--- src/rtl/sdram_page_arbiter.sv ---
// Round-robin arbiter sharing one full-page SDRAM command port among N_CH FIFO channels.
// Define SDRAM_ARB_FIXEDPRI_EN for strict lowest-index-wins priority without a round-robin pointer.
module sdram_page_arbiter #(
  parameter int N_CH  = 4,
  parameter int ROW_W = 15,
  parameter int CH_W  = $clog2(N_CH)
) (
  input  logic              clk,
  input  logic              reset,
  input  logic [N_CH-1:0]   ch_req,
  input  logic [N_CH-1:0]   ch_write,
  input  logic [N_CH-1:0]   ch_rewind,
  output logic [N_CH-1:0]   ch_grant,
  output logic [N_CH-1:0]   ch_done,
  output logic [N_CH-1:0]   ch_wrap,
  output logic [CH_W-1:0]   sel,
  output logic              busy,
  output logic              cmd_pagewrite,
  output logic              cmd_pageread,
  input  logic              cmd_ack,
  input  logic              cmd_done,
  output logic [ROW_W-1:0]  rowaddr
);

  localparam int RW = ROW_W - CH_W;

  typedef enum logic [1:0] {IDLE, ACKWAIT, BUSY} state_t;

  state_t state, state_next;

  logic [N_CH-1:0][RW-1:0] row;
  logic                    dir_write;
  logic                    any_req;
  logic [CH_W-1:0]         winner;
  logic [N_CH-1:0]         sel_onehot;
  logic                    grant_event;
  logic                    done_event;
  logic                    launch;
  logic                    pagewrite_nxt;
  logic                    pageread_nxt;
  logic [N_CH-1:0]         grant_nxt;
  logic [N_CH-1:0]         done_nxt;
  logic [N_CH-1:0]         wrap_nxt;

`ifdef SDRAM_ARB_FIXEDPRI_EN
  always_comb begin
    any_req = |ch_req;
    winner  = '0;
    for (int k = N_CH - 1; k >= 0; k--) begin
      if (ch_req[k]) winner = CH_W'(k);
    end
  end
`else
  logic [CH_W-1:0] rr_ptr;
  logic            found;

  // Search upward from the pointer; the index wraps naturally because N_CH is a power of two.
  always_comb begin
    any_req = |ch_req;
    winner  = '0;
    found   = 1'b0;
    for (int k = 0; k < N_CH; k++) begin
      if (!found && ch_req[rr_ptr + CH_W'(k)]) begin
        winner = rr_ptr + CH_W'(k);
        found  = 1'b1;
      end
    end
  end

  always_ff @(posedge clk or posedge reset) begin
    if (reset) begin
      rr_ptr <= '0;
    end else if (done_event) begin
      rr_ptr <= sel + CH_W'(1);
    end
  end
`endif

  always_ff @(posedge clk or posedge reset) begin
    if (reset) begin
      state <= IDLE;
    end else begin
      state <= state_next;
    end
  end

  always_comb begin
    state_next = state;
    case (state)
      IDLE:    if (any_req) state_next = ACKWAIT;
      ACKWAIT: if (cmd_ack) state_next = cmd_done ? IDLE : BUSY;
      BUSY:    if (cmd_done) state_next = IDLE;
      default: state_next = IDLE;
    endcase
  end

  // Next values for the registered outputs; a done seen in ACKWAIT only counts alongside its ack.
  always_comb begin
    sel_onehot    = N_CH'(1) << sel;
    grant_event   = (state == ACKWAIT) && cmd_ack;
    done_event    = ((state == ACKWAIT) && cmd_ack && cmd_done) ||
                    ((state == BUSY) && cmd_done);
    launch        = (state == IDLE) && any_req;
    pagewrite_nxt = 1'b0;
    pageread_nxt  = 1'b0;
    if (launch) begin
      pagewrite_nxt = ch_write[winner];
      pageread_nxt  = !ch_write[winner];
    end else if ((state == ACKWAIT) && !cmd_ack) begin
      pagewrite_nxt = dir_write;
      pageread_nxt  = !dir_write;
    end
    grant_nxt = grant_event ? sel_onehot : '0;
    done_nxt  = done_event ? sel_onehot : '0;
    wrap_nxt  = (grant_event && !ch_rewind[sel] && (&row[sel])) ? sel_onehot : '0;
  end

  always_ff @(posedge clk or posedge reset) begin
    if (reset) begin
      ch_grant      <= '0;
      ch_done       <= '0;
      ch_wrap       <= '0;
      sel           <= '0;
      busy          <= 1'b0;
      cmd_pagewrite <= 1'b0;
      cmd_pageread  <= 1'b0;
      rowaddr       <= '0;
      dir_write     <= 1'b0;
    end else begin
      ch_grant      <= grant_nxt;
      ch_done       <= done_nxt;
      ch_wrap       <= wrap_nxt;
      busy          <= (state_next != IDLE);
      cmd_pagewrite <= pagewrite_nxt;
      cmd_pageread  <= pageread_nxt;
      if (launch) begin
        sel       <= winner;
        dir_write <= ch_write[winner];
        rowaddr   <= {winner, row[winner]};
      end
    end
  end

  // Rewind overrides a coincident increment on the same channel.
  always_ff @(posedge clk or posedge reset) begin
    if (reset) begin
      row <= '0;
    end else begin
      for (int i = 0; i < N_CH; i++) begin
        if (ch_rewind[i]) begin
          row[i] <= '0;
        end else if (grant_event && (sel == CH_W'(i))) begin
          row[i] <= row[i] + RW'(1);
        end
      end
    end
  end

endmodule

--- config.mk ---
export PLATFORM = sky130hd
export DESIGN_NAME = sdram_page_arbiter
export DESIGN_NICKNAME = d
export VERILOG_FILES = /design/src/rtl/sdram_page_arbiter.sv
export SDC_FILE = /design/constraint.sdc
export NUM_CORES = 1
export LEC_CHECK = 0
export CAP_MARGIN = 20
export CELL_PAD_IN_SITES_DETAIL_PLACEMENT = 1
export CELL_PAD_IN_SITES_GLOBAL_PLACEMENT = 2
export CORE_UTILIZATION = 35
export DETAILED_ROUTE_END_ITERATION = 16
export PLACE_DENSITY_LB_ADDON = 0.08
export SYNTH_ARGS = -nofsm -noshare
export SYNTH_HDL_FRONTEND = slang
export SYNTH_SLANG_ARGS = --single-unit
--- constraint.sdc ---
create_clock -name clk -period 3.58 [get_ports clk]
set_clock_uncertainty 0.1 [all_clocks]
set_input_delay 0.537 -clock clk [delete_from_list [all_inputs] [get_ports clk]]
set_output_delay 0.537 -clock clk [all_outputs]
set_load 0.05 [all_outputs]
== After elaboration in Yosys (flattened, before gate mapping) ==
Cells that the tools add are included.

* Bits of input ports: 16
* Word-level logic and storage cells: 109
* Bits in registers: 89

* Reduce and logical (&&, ||, !) cells: 31
* Shift operators: 1
* Add/sub/neg operators: 8
* Muxes and demuxes: 43
* Equal/unequal tests: 5
* $lt $le $gt $ge: 6

{| class="wikitable"
|+ Operators by type and width
! cell !! count
|-
| $mux W13 || 10
|-
| $add A13 B1 Y13 const B || 4
|-
| $bmux W13 S2 || 2
|-
| $lt A2 B3 Y1 const B || 6
|-
| $mux W2 || 8
|-
| $logic_and A1 B1 Y1 || 14
|-
| $mux W1 || 13
|-
| $reduce_and A13 Y1 || 1
|-
| $bmux W1 S2 || 6
|-
| $mux W4 || 3
|-
| $reduce_bool A2 Y1 || 5
|-
| $logic_not A1 Y1 || 7
|-
| $eq A2 B2 Y1 const B || 3
|-
| $pmux W2 S3 || 1
|-
| $add A2 B1 Y2 const B || 2
|-
| $add A2 B2 Y2 const B || 2
|-
| $eq A2 B1 Y1 const B || 2
|-
| $logic_not A2 Y1 || 2
|-
| $reduce_or A4 Y1 || 1
|-
| $shl A1 B2 Y4 const A || 1
|-
| $logic_or A1 B1 Y1 || 1
|}

== Depth between registers and ports, before layout ==
Gate-level depths: netlist of the first run.

* Depth after elaboration: 16
* Gate-level depth with buffers: 8
* Mapped depth without buffers: 8

== Worst setup path before layout of the first run ==
Ideal clock, no wire load.

* Kind: reg2reg
* Start point: register sel[0]
* End point: register row[23] (netlist bit)
* Buffers on the path: 0
* Path slack: 1.381 ns
* Stages on the path, launching flop included: 6
* Period minus slack after synthesis: 2.199 ns
* Required time: 3.403 ns
* Setup time: 0.077 ns
* Arrival time: 2.022 ns
* Cells stage by stage: dfrtp_1 ha_1 nand4b_1 or3_1 or3_1 a21oi_1

* Cells in the longest elaborated chain, start to end: 3

{| class="wikitable"
|+ Ends and longest elaborated chain
! what !! RTL line !! source
|-
| start: declaration || 16 || <nowiki>output logic [CH_W-1:0] sel,</nowiki>
|-
| start signal: assignment || 137 || <nowiki>sel <= winner;</nowiki>
|-
| $eq A2 B1 Y1 || 152 || <nowiki>end else if (grant_event && (sel == CH_W'(i))) begin</nowiki>
|-
| $logic_and A1 B1 Y1 || 152 ||
|-
| $reduce_bool A2 Y1 (no line) || n/a ||
|-
| end signal: indexed assignment || 153 || <nowiki>row[i] <= row[i] + RW'(1);</nowiki>
|-
| end: declaration || 31 || <nowiki>logic [N_CH-1:0][RW-1:0] row;</nowiki>
|}

Every way passes these cells.
A chain may end at the register's enable or synchronous reset.

== Final worst setup path of the first run ==
* Start point: input ch_req[3]
* End point: register rowaddr[2]

* Cells in the longest elaborated chain, start to end: 14

{| class="wikitable"
|+ Ends and longest elaborated chain
! what !! RTL line !! source
|-
| start: declaration || 10 || <nowiki>input logic [N_CH-1:0] ch_req,</nowiki>
|-
| $bmux W1 S2 || 63 || <nowiki>if (!found && ch_req[rr_ptr + CH_W'(k)]) begin</nowiki>
|-
| $mux W1 (implied by the code) || 63 ||
|-
| $mux W1 || 63 ||
|-
| $logic_not A1 Y1 || 63 ||
|-
| $logic_and A1 B1 Y1 || 63 ||
|-
| $mux W1 || 63 ||
|-
| $logic_not A1 Y1 || 63 ||
|-
| $logic_and A1 B1 Y1 || 63 ||
|-
| $mux W1 || 63 ||
|-
| $logic_not A1 Y1 || 63 ||
|-
| $logic_and A1 B1 Y1 || 63 ||
|-
| $mux W2 || 63 ||
|-
| $bmux W13 S2 || 139 || <nowiki>rowaddr <= {winner, row[winner]};</nowiki>
|-
| $mux W13 (implied by the code) || 139 ||
|-
| end signal: assignment || 139 ||
|-
| end: declaration || 22 || <nowiki>output logic [ROW_W-1:0] rowaddr</nowiki>
|}

Parallel ways exist; a longest one is shown, timed or not. The select of a mux whose other input is x is not followed.

==> metrics, run 1 <==
outcome finished, final reports clean; FF-to-FF setup slack 920 ps; top post-synthesis cells by area dfrtp_1 49%, nor2_1 5.2%, xnor2_1 4.5%; crit path kind input pin to register; Power Density ~560 nW/um^2; CTS Buf Count 9; Final Total Pwr just over 3000 uW; RSZ-0062 raised after global routing false; distinct cell type count after synthesis 50; die footprint 13,180 sq um; hold bufs inserted after CTS 0; initial core utilization 0.3649; setup violators final 0; H-tree levels 3; Clk network pwr share 0.318; Primary FF master, synth dfrtp_1; Comb pwr share 0.293; antenna violations before repair 0; Synth async-reset ratio 1.000; Slew headroom 0.3748; sw frac 0.3774; VDD IR max 355.4 uV; Worst Path Required ~3700 ps; Critical Path Slowest Stage Cell nor3_4; global-route wire length before repair about 20 mm; most common cell after layout, fill and taps aside dfrtp_1; first drt pass iteration count 4; Seq pwr share 0.389; # rows 40; DIE HEIGHT about 110 um; Internal 1879 uW; syn nets 470; Worst Tran Pin Value between 900 and 1000 ps; top cell type's share of synthesized area 0.4886; slowest stage delay, CP ~840 ps; Yosys top cell by area dfrtp_1; clock root buffer clkbuf_16; Psw between 1000 and 1500 uW; cell area after synthesis between 4000 and 5000 sq um; Core Region 12,210 sq um; DRT antenna net count 0; number of buffers and inverters on the critical path 1; register area share after synthesis 0.4886; placed cells approximately 650; n_diodes 0; critical path, cell by cell clkdlybuf4s50_1, nor2_1, nor3_4, mux2_1, a221o_1; clk buf depth 2; Top Ports 48; share of layout cells above drive strength 1 0.06869; TritonCTS sink count 87; HPWL Detailed 8.977 mm; R2R cell count 5; Synth Warn # 0; CP endpoint kind register; FMAX between 300 and 400 MHz; Die W roughly 110 um; MaxCap Viol Count 0; fin crit period between 2000 and 3000 ps; vias in the first global route between 3,000 and 4,000; Final Non-Filler Cells about 660; Total GRT Usage 0.2107; IO buf count 47; EDFF count, synth 0; initial DRC count 179; drt wl/cell roughly 19 um; Post-Route Utilization 0.4410; final hold violation count 0; kind of cell adding the most delay to the critical path simple AND/OR/NAND/NOR gates; Period Utilization, post-route 0.8116; Synth Instances ~450; Critical Path AT 3050 ps; crit-path max FO 16; GPL Wtd Cong between 0.7 and 0.8; flops & latches, synth slightly below 90; area delta synth->final 20.86%; layout net count between 500 and 600; max-slew violations 0; Syn Area/Cell between 9 and 10 sq um; most frequent cells in the layout 87 x dfrtp_1, 62 x nor2_1, 47 x clkdlybuf4s50_1; CP Launch Type input pin; via count roughly 3,500; Total Neg Setup Slack 0 ps; clk_lat worst skew roughly 360 ps; drt drc 0; Post-Route WL around 13 mm; Clock transition at path regs around 70 ps; leakage around 0.0023 uW; min-delay worst type register to register; postcts setup bufs 0; total gr overflow 0; worst hold stages 1; Post-CTS Resized 0; Vias per Instance between 5 and 6; Worst path depth 5; largest net degree at the start of global routing between 80 and 90; CTS tree yes
==> synthesized netlist by cell type (all sizes together) (11+ instances only) <==
cell type  number
o31ai          13
xor2           22
nand3          15
nor2           63
clkbuf         11
nand4          26
dfrtp          87
mux2           14
inv            13
xnor2          23
a21oi          24
nand2          32
nor3           15
==> sequential cells by signal (all words and copies together), names as in the netlist <==
register,count
state,2
cmd_pagewrite,1
sel,2
busy,1
row,52
dir_write,1
rr_ptr,2
ch_done,4
ch_wrap,4
ch_grant,4
rowaddr,13
cmd_pageread,1
==> kinds of logic after synthesis <==
family	Yosys count	synth area share
AOI/OAI and AO/OA	68	0.1090
xor gates and xnor gates	45	0.08846
adders and majority gates	8	0.02247
buffers and inverters	32	0.03285
DFF	87	0.4886
muxes	18	0.04606
and+or+nand+nor	188	0.2126
==> worst reg2reg max path: stages (launching register included) <==
cell	delay (ps)
dfrtp_1	470
mux2i_1	290
nor2_2	170
nor3_4	790
mux2_1	410
a221o_1	320
==> worst paths after layout <==
path | end | startpoint
setup / recovery | rowaddr[2]$_DFFE_PP0P_ | ch_req[3]
hold / removal | rowaddr[6]$_DFFE_PP0P_ | rowaddr[6]$_DFFE_PP0P_
setup reg to reg | rowaddr[2]$_DFFE_PP0P_ | rr_ptr[1]$_DFFE_PP0N_
hold reg to reg | rowaddr[6]$_DFFE_PP0P_ | rowaddr[6]$_DFFE_PP0P_
max in group asynchronous | row[20]$_DFFE_PP0P_ | reset
min in group asynchronous | state[1]$_DFF_PP0_ | reset
==> power by group through the flow <==
stage          clock network (uW)  logic [uW]  registers, uW
6_report                      961         883           1170
3_5_place_dp                    0         886           1190
4_1_cts                       995         890           1180
5_1_grt                      1020         950           1190
2_1_floorplan                   0         498           1310
3_3_place_gp                    0         868           1190
==> layer usage <==
layer / wire, um / track usage
met5: 0 / 0
met4: 138 / 0.06494
met3: 398 / 0.05061
met2: 5947 / 0.3394
met1: 6088 / 0.2809
==> final cells by class <==
| cell class | count | area [sq um] |
|---|---|---|
| timing repair buffer | 52 | 520.5 |
| fill | 1409 | 6827 |
| clock buffer | 9 | 225.2 |
| tap | 168 | 210.2 |
| multi-input combinational | 327 | 2132 |
| clock inverter | 7 | 70.07 |
| inverter | 13 | 50.05 |
| sequential | 87 | 2177 |
==> through the flow <==
| stage | hold slack [ps] | instance area (sq um) | worst slack, ps |
|---|---|---|---|
| 2_1_floorplan | 378.1 | 4456 | 692.8 |
| 3_3_place_gp | 407.7 | 5090 | 378.7 |
| 3_5_place_dp | 418.4 | 5090 | 284.8 |
| 4_1_cts | 440.1 | 5385 | 673.9 |
| 5_1_grt | 457.1 | 5385 | 560.0 |
| 6_report | 437.7 | 5385 | 674.3 |
No activity file was read; power rests on OpenSTA's default activity.
==> run 2: changes to the inputs <==
- clock period: 3.58 -> 2.7 ns (I/O delays scaled with it)
==> metrics, run 2 (synthesized netlist as in run 1, its figures left out) <==
outcome finished, final reports clean; MaxCap Viol Count 0 (unchanged); Post-CTS Resized 0 (unchanged); DIE HEIGHT 114.8 um (unchanged); r2r startpoint sel[0]$_DFFE_PP0P_; FF-to-FF setup slack 390 ps (-530 ps); Worst Tran Pin Value 589.3 ps (-345.5 ps); initial DRC count 173 (-3.4%); R2R cell count 8 (+3); initial core utilization 0.3649 (unchanged); slowest stage delay, CP 790 ps (-50 ps); first drt pass iteration count 4 (unchanged); FMAX 405.1 MHz; TritonCTS sink count 87 (unchanged); Period Utilization, post-route 0.9142; n_diodes 0 (unchanged); Biggest register row; drt wl/cell 19.00 um (+0.19%); antenna violations before repair 0 (unchanged); Worst Path Required 2190 ps (-1540 ps); Critical Path AT 1960 ps (-1090 ps); total gr overflow 0 (unchanged); IO buf count 47 (unchanged); Final Total Pwr 4112 uW (+36%); crit-path max FO 7 (-9); clk buf depth 2 (unchanged); via count 3,495 (-0.11%); CTS tree yes; Clock transition at path regs 70 ps (about the same); die footprint 13,180 sq um (unchanged); crit path kind register to output pin; Total Neg Setup Slack 0 ps (unchanged); postcts setup bufs 0 (unchanged); final hold violation count 0 (unchanged); global-route wire length before repair 21.12 mm (+3.2%); DRT antenna net count 0 (unchanged); H-tree levels 3 (unchanged); most common cell after layout, fill and taps aside dfrtp_1; clock root buffer clkbuf_16; share of layout cells above drive strength 1 0.09073 (+0.02204); largest net degree at the start of global routing 32 (-64%); min-delay worst type input pin to asynchronous set/reset pin; clk_lat worst skew 350 ps (about the same); setup violators final 0 (unchanged); drt drc 0 (unchanged); CP Launch Type register; biggest regs row (52), rowaddr (13); Largest register FFs 52 (unchanged); Total GRT Usage 0.2153 (+0.004639); Post-Route WL 12.83 mm (+2.0%); Power Density 745.3 nW/um^2 (+33%); CTS Buf Count 9 (unchanged); Top Ports 48 (unchanged); hold bufs inserted after CTS 0 (unchanged); GPL Wtd Cong 0.7950 (+1.6%); Core Region 12,210 sq um (unchanged); leakage 0.002349 uW (+3.0%); Die W 114.8 um (unchanged); VDD IR max 553.7 uV (+56%); layout net count 526 (+2.3%); Vias per Instance 5.178 (-1.9%); CP endpoint kind output pin; critical path, cell by cell buf_4, clkdlybuf4s50_1; # rows 40 (unchanged); max-slew violations 0 (unchanged); HPWL Detailed 9.610 mm (+7.1%); RSZ-0062 raised after global routing false; area delta synth->final 23.81%; Critical R2R Capture row[36]$_DFFE_PP0P_; Critical Path Slowest Stage Cell clkdlybuf4s50_1; Slew headroom 0.6071 (+0.2324); vias in the first global route 3,756 (+2.7%); fin crit period between 2000 and 2500 ps; most frequent cells in the layout 87 x dfrtp_1, 62 x nor2_1, 47 x clkdlybuf4s50_1
-- run 2: where the power goes --
group          switching [uW]  total, uW  internal [uW]
clock network             539       1310            766
logic                     828       1250            419
registers                 147       1560           1410
-- run 2: how the worst max path moves through the flow --
stage / slack, ps / endpoint / cells after the start / from
global placement: 230 / rowaddr[9]$_DFFE_PP0P_ / 6 / ch_req[3]
detailed placement: 170 / rowaddr[11]$_DFFE_PP0P_ / 6 / ch_req[3]
global route: 200 / sel[0] / 2 / sel[0]$_DFFE_PP0P_
CTS: 220 / sel[0] / 2 / sel[0]$_DFFE_PP0P_
floorplan: 500 / row[23]$_DFFE_PP0P_ / 5 / sel[0]$_DFFE_PP0P_
finish: 230 / sel[0] / 2 / sel[0]$_DFFE_PP0P_
-- run 2: final cells by class --
type,count,area [sq um]
clock buffers,11,252.7
fillers,1405,6695
inverters,13,52.55
multi-input cells,327,2132
clock inverters,5,56.30
well taps,168,210.2
repair buffers,64,635.6
flip-flops and latches,87,2177
-- run 2: critical path: cells and delay by family, from the launching register on --
kind     cells  cell delay (ps)
buf+inv      2             1000
flops        1              610
-- run 2: per-layer routing --
metal | wire, um | up-vias | GRT usage
li1 | - | 1697 | -
met1 | 6132 | 1743 | 0.2835
met2 | 6125 | 39 | 0.3491
met3 | 333 | 16 | 0.04902
met4 | 233 | 0 | 0.07532
met5 | 0 | - | 0
-- run 2: stage by stage --
stage	hold WS (ps)	util	setup WS, ps	cells	cell area [sq um]
after floorplan	368.1	-	501.1	446	4459
after CTS	283.4	0.4517	216.9	675	5517
after global placement	419.4	0.4264	233.9	659	5207
after detailed placement	431.6	0.4264	165.7	659	5207
final	288.6	0.4517	231.7	675	5517
after global routing	310.8	0.4517	198.5	675	5517
